==> src/rtl/activation_memory_arbiter.sv <==
// ---------------------------------------------------------------------------
// activation_memory_arbiter
//
// Shares the single port of the activation memory (synchronous SRAM, one
// cycle read latency) between the compute control path (ctrl) and the SPI
// programming/readback path (spi).
//
// Features:
//   - valid/ready request handshakes, one grant per cycle, ctrl priority
//   - spi starvation bound: a waiting spi request loses at most STARVE_LIMIT
//     consecutive arbitrations before it is forced through
//   - tagged read return: the response goes back to whoever issued the read
//   - power-down sequencing: auto-sleep after IDLE_CYCLES idle cycles, forced
//     sleep on global_power_down, and a one-cycle WAKE state on exit
//
// Ports:
//   clk, rst                     clock, synchronous active-high reset
//   ctrl_req_* / spi_req_*       request: valid, write, address, data, mask
//   ctrl_req_ready/spi_req_ready request accepted this cycle (combinational)
//   ctrl_rsp_valid/spi_rsp_valid one-cycle read response strobe
//   ctrl_rsp_data                read data, straight from the memory
//   spi_rsp_data                 read data, registered and held
//   global_power_down            force the memory into power-down
//   mem_*                        memory wrapper interface
// ---------------------------------------------------------------------------
module activation_memory_arbiter #(
    parameter int  WIDTH        = 64,
    parameter int  NUM_ROWS     = 32,
    parameter int  STARVE_LIMIT = 4,
    parameter int  IDLE_CYCLES  = 16,
    localparam int ADDR_W       = (NUM_ROWS > 1) ? $clog2(NUM_ROWS) : 1
) (
    input  logic              clk,
    input  logic              rst,

    // ctrl requester
    input  logic              ctrl_req_valid,
    input  logic              ctrl_req_write,
    input  logic [ADDR_W-1:0] ctrl_req_address,
    input  logic [WIDTH-1:0]  ctrl_req_data,
    input  logic [WIDTH-1:0]  ctrl_req_mask,
    output logic              ctrl_req_ready,
    output logic              ctrl_rsp_valid,
    output logic [WIDTH-1:0]  ctrl_rsp_data,

    // spi requester
    input  logic              spi_req_valid,
    input  logic              spi_req_write,
    input  logic [ADDR_W-1:0] spi_req_address,
    input  logic [WIDTH-1:0]  spi_req_data,
    input  logic [WIDTH-1:0]  spi_req_mask,
    output logic              spi_req_ready,
    output logic              spi_rsp_valid,
    output logic [WIDTH-1:0]  spi_rsp_data,

    // power control
    input  logic              global_power_down,

    // memory wrapper
    output logic              mem_read_enable,
    output logic              mem_write_enable,
    output logic [ADDR_W-1:0] mem_address_read,
    output logic [ADDR_W-1:0] mem_address_write,
    output logic [WIDTH-1:0]  mem_data_in,
    output logic [WIDTH-1:0]  mem_mask,
    output logic              mem_power_down,
    input  logic [WIDTH-1:0]  mem_data_out
);

    // -----------------------------------------------------------------------
    // Local constants
    // -----------------------------------------------------------------------
    localparam int             STARVE_W   = 4;
    localparam logic [STARVE_W-1:0] STARVE_MAX = STARVE_W'(STARVE_LIMIT);

    // idle_count only needs to reach IDLE_CYCLES-1: the transition to SLEEP
    // happens on the edge where the count would reach IDLE_CYCLES.
    localparam bit             IDLE_EN    = (IDLE_CYCLES > 0);
    localparam int             IDLE_W     = (IDLE_CYCLES > 2) ? $clog2(IDLE_CYCLES) : 1;
    localparam logic [IDLE_W-1:0] IDLE_LAST = IDLE_W'(IDLE_EN ? IDLE_CYCLES - 1 : 0);

    typedef enum logic [1:0] {
        ST_ACTIVE = 2'd0,
        ST_SLEEP  = 2'd1,
        ST_WAKE   = 2'd2
    } state_t;

    // -----------------------------------------------------------------------
    // State
    // -----------------------------------------------------------------------
    state_t              state;
    logic [STARVE_W-1:0] starve_count;
    logic [IDLE_W-1:0]   idle_count;

    logic ctrl_grant;
    logic spi_grant;
    logic idle_now;

    // -----------------------------------------------------------------------
    // Arbitration
    //
    // Grants are only issued in ACTIVE. While global_power_down is high no
    // request is accepted, so no read can be launched that would return
    // after the memory has been powered down; the read already in flight
    // returns in this cycle while mem_power_down is still low.
    // -----------------------------------------------------------------------
    // NOTE: every signal assigned in always_comb gets a default at the top of
    // the block so that no path leaves it unassigned and a latch is inferred.
    always_comb begin
        ctrl_grant = 1'b0;
        spi_grant  = 1'b0;
        if (state == ST_ACTIVE && !global_power_down) begin
            if (spi_req_valid && (starve_count == STARVE_MAX || !ctrl_req_valid)) begin
                spi_grant = 1'b1;
            end else if (ctrl_req_valid) begin
                ctrl_grant = 1'b1;
            end
        end
    end

    assign ctrl_req_ready = ctrl_grant;
    assign spi_req_ready  = spi_grant;

    // -----------------------------------------------------------------------
    // Memory drive: the granted request goes straight to the memory port;
    // with no grant everything is held at zero.
    // -----------------------------------------------------------------------
    always_comb begin
        mem_read_enable   = 1'b0;
        mem_write_enable  = 1'b0;
        mem_address_read  = '0;
        mem_address_write = '0;
        mem_data_in       = '0;
        mem_mask          = '0;
        if (spi_grant) begin
            mem_read_enable   = !spi_req_write;
            mem_write_enable  = spi_req_write;
            mem_address_read  = spi_req_address;
            mem_address_write = spi_req_address;
            mem_data_in       = spi_req_data;
            mem_mask          = spi_req_mask;
        end else if (ctrl_grant) begin
            mem_read_enable   = !ctrl_req_write;
            mem_write_enable  = ctrl_req_write;
            mem_address_read  = ctrl_req_address;
            mem_address_write = ctrl_req_address;
            mem_data_in       = ctrl_req_data;
            mem_mask          = ctrl_req_mask;
        end
    end

    // ctrl sees the memory output directly; it is only meaningful while
    // ctrl_rsp_valid is high.
    assign ctrl_rsp_data = mem_data_out;

    // A cycle counts as idle when nothing is requested and no read data is
    // being returned.
    assign idle_now = (state == ST_ACTIVE) && !ctrl_req_valid && !spi_req_valid
                      && !ctrl_rsp_valid && !spi_rsp_valid;

    // -----------------------------------------------------------------------
    // Sequential state: read tag, spi read data, starvation and idle
    // counters, power state machine.
    //
    // ctrl_rsp_valid / spi_rsp_valid double as the read tag: exactly one of
    // them is set on the edge after a read grant, naming the owner of the
    // data the memory presents in the following cycle.
    // -----------------------------------------------------------------------
    // NOTE: sequential state is updated with non-blocking assignments so
    // that every flop samples the values from before the clock edge.
    always_ff @(posedge clk) begin
        if (rst) begin
            state          <= ST_ACTIVE;
            starve_count   <= '0;
            idle_count     <= '0;
            ctrl_rsp_valid <= 1'b0;
            spi_rsp_valid  <= 1'b0;
            spi_rsp_data   <= '0;
            mem_power_down <= 1'b0;
        end else begin
            // Read tag
            ctrl_rsp_valid <= ctrl_grant && !ctrl_req_write;
            spi_rsp_valid  <= spi_grant && !spi_req_write;

            // spi read data is captured in the return cycle and held until
            // the next spi read returns.
            if (spi_rsp_valid) begin
                spi_rsp_data <= mem_data_out;
            end

            // Starvation counter: counts arbitrations lost by a waiting spi
            // request, including cycles spent outside ACTIVE.
            if (!spi_req_valid || spi_grant) begin
                starve_count <= '0;
            end else if (starve_count != STARVE_MAX) begin
                starve_count <= starve_count + 1'b1;
            end

            // Power state machine
            unique case (state)
                ST_ACTIVE: begin
                    if (global_power_down) begin
                        state          <= ST_SLEEP;
                        mem_power_down <= 1'b1;
                        idle_count     <= '0;
                    end else if (idle_now) begin
                        if (IDLE_EN && idle_count == IDLE_LAST) begin
                            state          <= ST_SLEEP;
                            mem_power_down <= 1'b1;
                            idle_count     <= '0;
                        end else if (idle_count != IDLE_LAST) begin
                            idle_count <= idle_count + 1'b1;
                        end
                    end else begin
                        idle_count <= '0;
                    end
                end

                ST_SLEEP: begin
                    idle_count <= '0;
                    if (!global_power_down && (ctrl_req_valid || spi_req_valid)) begin
                        state          <= ST_WAKE;
                        mem_power_down <= 1'b0;
                    end
                end

                ST_WAKE: begin
                    idle_count <= '0;
                    if (global_power_down) begin
                        state          <= ST_SLEEP;
                        mem_power_down <= 1'b1;
                    end else begin
                        state <= ST_ACTIVE;
                    end
                end

                default: begin
                    state          <= ST_ACTIVE;
                    mem_power_down <= 1'b0;
                    idle_count     <= '0;
                end
            endcase
        end
    end

endmodule
==> config.mk <==
export PLATFORM = sky130hd
export DESIGN_NAME = activation_memory_arbiter
export DESIGN_NICKNAME = d
export VERILOG_FILES = /design/src/rtl/activation_memory_arbiter.sv
export SDC_FILE = /design/constraint.sdc
export NUM_CORES = 1
export LEC_CHECK = 0
export CAP_MARGIN = 20
export CORE_AREA = 2 2 235 237
export DETAILED_ROUTE_END_ITERATION = 6
export DIE_AREA = 0 0 237 239
export DONT_BUFFER_PORTS = 1
export GPL_TIMING_DRIVEN = 0
export PLACE_DENSITY = 0.3
export SLEW_MARGIN = 15
export SYNTH_ARGS = -nofsm -noshare
export SYNTH_HDL_FRONTEND = slang
export SYNTH_SLANG_ARGS = --single-unit
==> constraint.sdc <==
create_clock -name clk -period 5.24 [get_ports clk]
set_input_delay 0.786 -clock clk [delete_from_list [all_inputs] [get_ports clk]]
set_output_delay 0.786 -clock clk [all_outputs]
set_load 0.03 [all_outputs]
==> impl_metrics.json <==
{
  "status": "complete, no violations",
  "p_per_area_nw_per_um2": 279.5,
  "synth_top_family_by_area": "simple AND/OR/NAND/NOR gates",
  "dp_area_um2": 6420,
  "place_congestion": 0.8564,
  "tightestPinTransition_ns": 1.105,
  "post-dp-hpwl_um": 24210,
  "mean_post_synth_cell_area_um2": 6.881,
  "final_ant_viol_nets": 0,
  "power.net_switching_uw": 699.2,
  "post_cts_buffers": 0,
  "die-width_um": 237,
  "yosys-mux-area-fraction_pct": 11.75,
  "synth.cell_area_um2": 5539,
  "multiInputGateArea_um2": 3047,
  "num-nets-final": 1156,
  "clk_path_buf_depth": 2,
  "post_cts.resized_instances": 0,
  "worstSetupPathType": "in -> out",
  "wirelength_um": 29320,
  "yosysUniqueCellTypes": 32,
  "post_synth_main_area_contributors": "sky130_fd_sc_hd__dfxtp_1 (28%), sky130_fd_sc_hd__nand2_1 (18%), sky130_fd_sc_hd__o22ai_1 (15%)",
  "critical_path_arrival_ns": 2.98,
  "layout_worst_path_cycle_share_pct": 71.85,
  "number_of_max_capacitance_violations_reported": 0,
  "hp-start": "idle_count[0]$_SDFFE_PP0N_",
  "die_area_um2": 56640,
  "cts_htree_levels": 3,
  "internal-power_uw": 1190,
  "fp-row-count": 86,
  "comb_power_share_pct": 28.8,
  "critical_path_sink_type": "output pin",
  "die_height_um": 239,
  "number_of_global_route_vias_before_repair": 5621,
  "cellLeakagePower_uw": 0.002291,
  "post_syn_instances": 805,
  "route.detailed.wl_per_inst_um": 19.24,
  "pin_count_of_the_biggest_net_entering_global_routing": 14,
  "synth_fa_ha_area_share_pct": 0.6777,
  "route.vias.total": 5988,
  "initial_antenna_violation_count": 2,
  "synth_simple_gate_area_share_pct": 25.30,
  "mostFrequentLayoutCells": "sky130_fd_sc_hd__nand2_1 (269), sky130_fd_sc_hd__o22ai_1 (134), sky130_fd_sc_hd__buf_4 (80), sky130_fd_sc_hd__dfxtp_1 (77), sky130_fd_sc_hd__nor2_1 (74)",
  "timing.setup.tns_ns": 0,
  "cts.reportedPaths.clkPinSlew_ns": 0.06,
  "power.ir.vdd_worst_mv": 0.1772,
  "drt_pre_antenna_iters": 5,
  "power_switching_share_pct": 37.01,
  "num_antenna_cells": 0,
  "syn2layout_area_growth_pct": 22.00,
  "clk-insertion-delay-late_ns": 0.35,
  "clock_power_share_pct": 38.7,
  "grt_use_total_pct": 9.490,
  "cts-root-buf": "sky130_fd_sc_hd__clkbuf_16",
  "post-route-min-period_ns": 3.765,
  "initial_core_util_pct": 10.19,
  "global_route.overflow_total": 0,
  "hold_class": "reg -> reg",
  "fin_area_um2": 6758,
  "via_per_inst": 3.929,
  "rsz0062_at_grt": "no",
  "skew_ns": 0.01039,
  "required_time_of_the_critical_path_ns": 4.45,
  "setup.worst_path.start": "global_power_down",
  "drtIter0Drc": 328,
  "cts_tree": "done",
  "io_pins": 610,
  "number_of_synthesis_warnings": 0,
  "timing.slew.headroom_pct": 26.10,
  "max_freq_mhz": 265.6,
  "synth_net_count": 1145,
  "cts_buffers": 9,
  "yosys.area_share.xor_xnor_pct": 0.4744,
  "ys_seq_elements": 77,
  "report.final.setup_viol": 0,
  "ys_seq_area_share_pct": 27.83,
  "layout.cells.most_common": "sky130_fd_sc_hd__nand2_1",
  "fill_cells": 6267,
  "post_synthesis_compound_gate_area_fraction_pct": 16.81,
  "r2r-start": "spi_rsp_valid$_SDFF_PP0_",
  "grt_first_pass_wirelength_um": 38930,
  "finalHoldViolations": 0,
  "final_layout_size_suffix_gt1_share_pct": 17.80,
  "timing_max_transition_violations_final": 0,
  "port_buffers": 0,
  "core_um2": 54340,
  "startpoint_type": "input port",
  "dp_slack_ns": 1.325,
  "synth.top_cell.area_share_pct": 27.83,
  "p_seq_share_pct": 32.5,
  "clkSinkCount": 77,
  "setup_slack_ns": 1.475,
  "drcViolationCount": 0,
  "cts.hold.buffers_added": 0,
  "area.sequential_um2": 1541,
  "synth_top_area_cell": "sky130_fd_sc_hd__dfxtp_1",
  "crit_path_max_fanout": 10
}
==> routing by layer <==
metal	GRT usage [%]	vias to the layer above	routed length, um
met4	3.721	2	778
met2	17.67	431	15220
met5	0	-	13
met1	10.19	2829	10950
li1	-	2685	-
met3	2.471	41	2356
==> critical path, cell delays in order <==
cell                      delay (ns)
sky130_fd_sc_hd__nor3_1         0.13
sky130_fd_sc_hd__buf_4          0.26
sky130_fd_sc_hd__buf_6          0.20
sky130_fd_sc_hd__buf_2          0.29
sky130_fd_sc_hd__nand2_1        0.16
sky130_fd_sc_hd__o22ai_1        0.83
sky130_fd_sc_hd__buf_4          0.31
==> cell usage after synthesis <==
master	n
sky130_fd_sc_hd__ha_1	3
sky130_fd_sc_hd__dfxtp_1	77
sky130_fd_sc_hd__xnor2_1	2
sky130_fd_sc_hd__nor4_1	2
sky130_fd_sc_hd__buf_2	46
sky130_fd_sc_hd__or3_1	1
sky130_fd_sc_hd__o32ai_1	1
sky130_fd_sc_hd__inv_1	5
sky130_fd_sc_hd__buf_6	4
sky130_fd_sc_hd__nor2_1	74
sky130_fd_sc_hd__xor2_1	1
sky130_fd_sc_hd__nor3_1	1
sky130_fd_sc_hd__buf_4	80
sky130_fd_sc_hd__a221oi_1	3
sky130_fd_sc_hd__a21oi_1	3
sky130_fd_sc_hd__a211oi_1	1
sky130_fd_sc_hd__o21ai_1	1
sky130_fd_sc_hd__and3_1	1
sky130_fd_sc_hd__nor4_2	1
sky130_fd_sc_hd__nand3b_1	1
sky130_fd_sc_hd__nor4b_1	1
sky130_fd_sc_hd__nand2_1	269
sky130_fd_sc_hd__o22ai_1	134
sky130_fd_sc_hd__o21bai_1	1
sky130_fd_sc_hd__clkbuf_1	15
sky130_fd_sc_hd__o211ai_1	2
sky130_fd_sc_hd__nand2b_1	2
sky130_fd_sc_hd__mux2i_1	65
sky130_fd_sc_hd__nand3_1	5
sky130_fd_sc_hd__a21o_1	1
sky130_fd_sc_hd__and3b_1	1
sky130_fd_sc_hd__nand4b_1	1
==> power by group through the flow <==
stage,Clock [uW],Combinational [uW],Sequential (uW)
after CTS,767,546,614
after floorplan,0,442,623
final,732,544,614
after detailed placement,0,545,627
after global routing,789,575,615
after global placement,0,546,628
==> cell families after synthesis <==
kind of cell | Yosys count
AOI/OAI and AO/OA | 147
xor gates and xnor gates | 3
adders and majority gates | 3
buffers and inverters | 150
DFF | 77
muxes | 65
and+or+nand+nor | 360
==> stage by stage <==
stage | hold WS (ns) | util [%] | cells | power (uW)
4_1_cts | 0.4527 | 12.44 | 1524 | 1927
5_1_grt | 0.4581 | 12.44 | 1524 | 1979
3_3_place_gp | 0.4348 | 11.81 | 1509 | 1174
2_1_floorplan | 0.4176 | - | 805 | 1065
6_report | 0.4468 | 12.44 | 1524 | 1889
3_5_place_dp | 0.4380 | 11.81 | 1509 | 1173
==> path summary, 6_finish.rpt <==
path / end / slack (ns) / cells past startpoint
setup / recovery: mem_address_write[1] / 1.47 / 7
hold / removal: idle_count[0]$_SDFFE_PP0N_ / 0.45 / 1
setup reg to reg: spi_rsp_data[61]$_SDFFE_PP0P_ / 3.27 / 4
hold reg to reg: idle_count[0]$_SDFFE_PP0N_ / 0.45 / 1
==> flip-flops by register name (all words and copies together), names as in the netlist <==
| register | flops |
|---|---|
| ctrl_rsp_valid | 1 |
| idle_count | 4 |
| mem_power_down | 1 |
| spi_rsp_data | 64 |
| spi_rsp_valid | 1 |
| starve_count | 4 |
| state | 2 |
==> layout make-up <==
class / count / share of cell area (%)
clock buffer: 9 / 3.333
tap: 704 / 13.03
inverter: 5 / 0.2777
buffer: 145 / 13.79
multi-input combinational: 578 / 45.08
sequential: 77 / 22.81
clock inverter: 6 / 1.666
No activity file was read; power rests on OpenSTA's default activity.
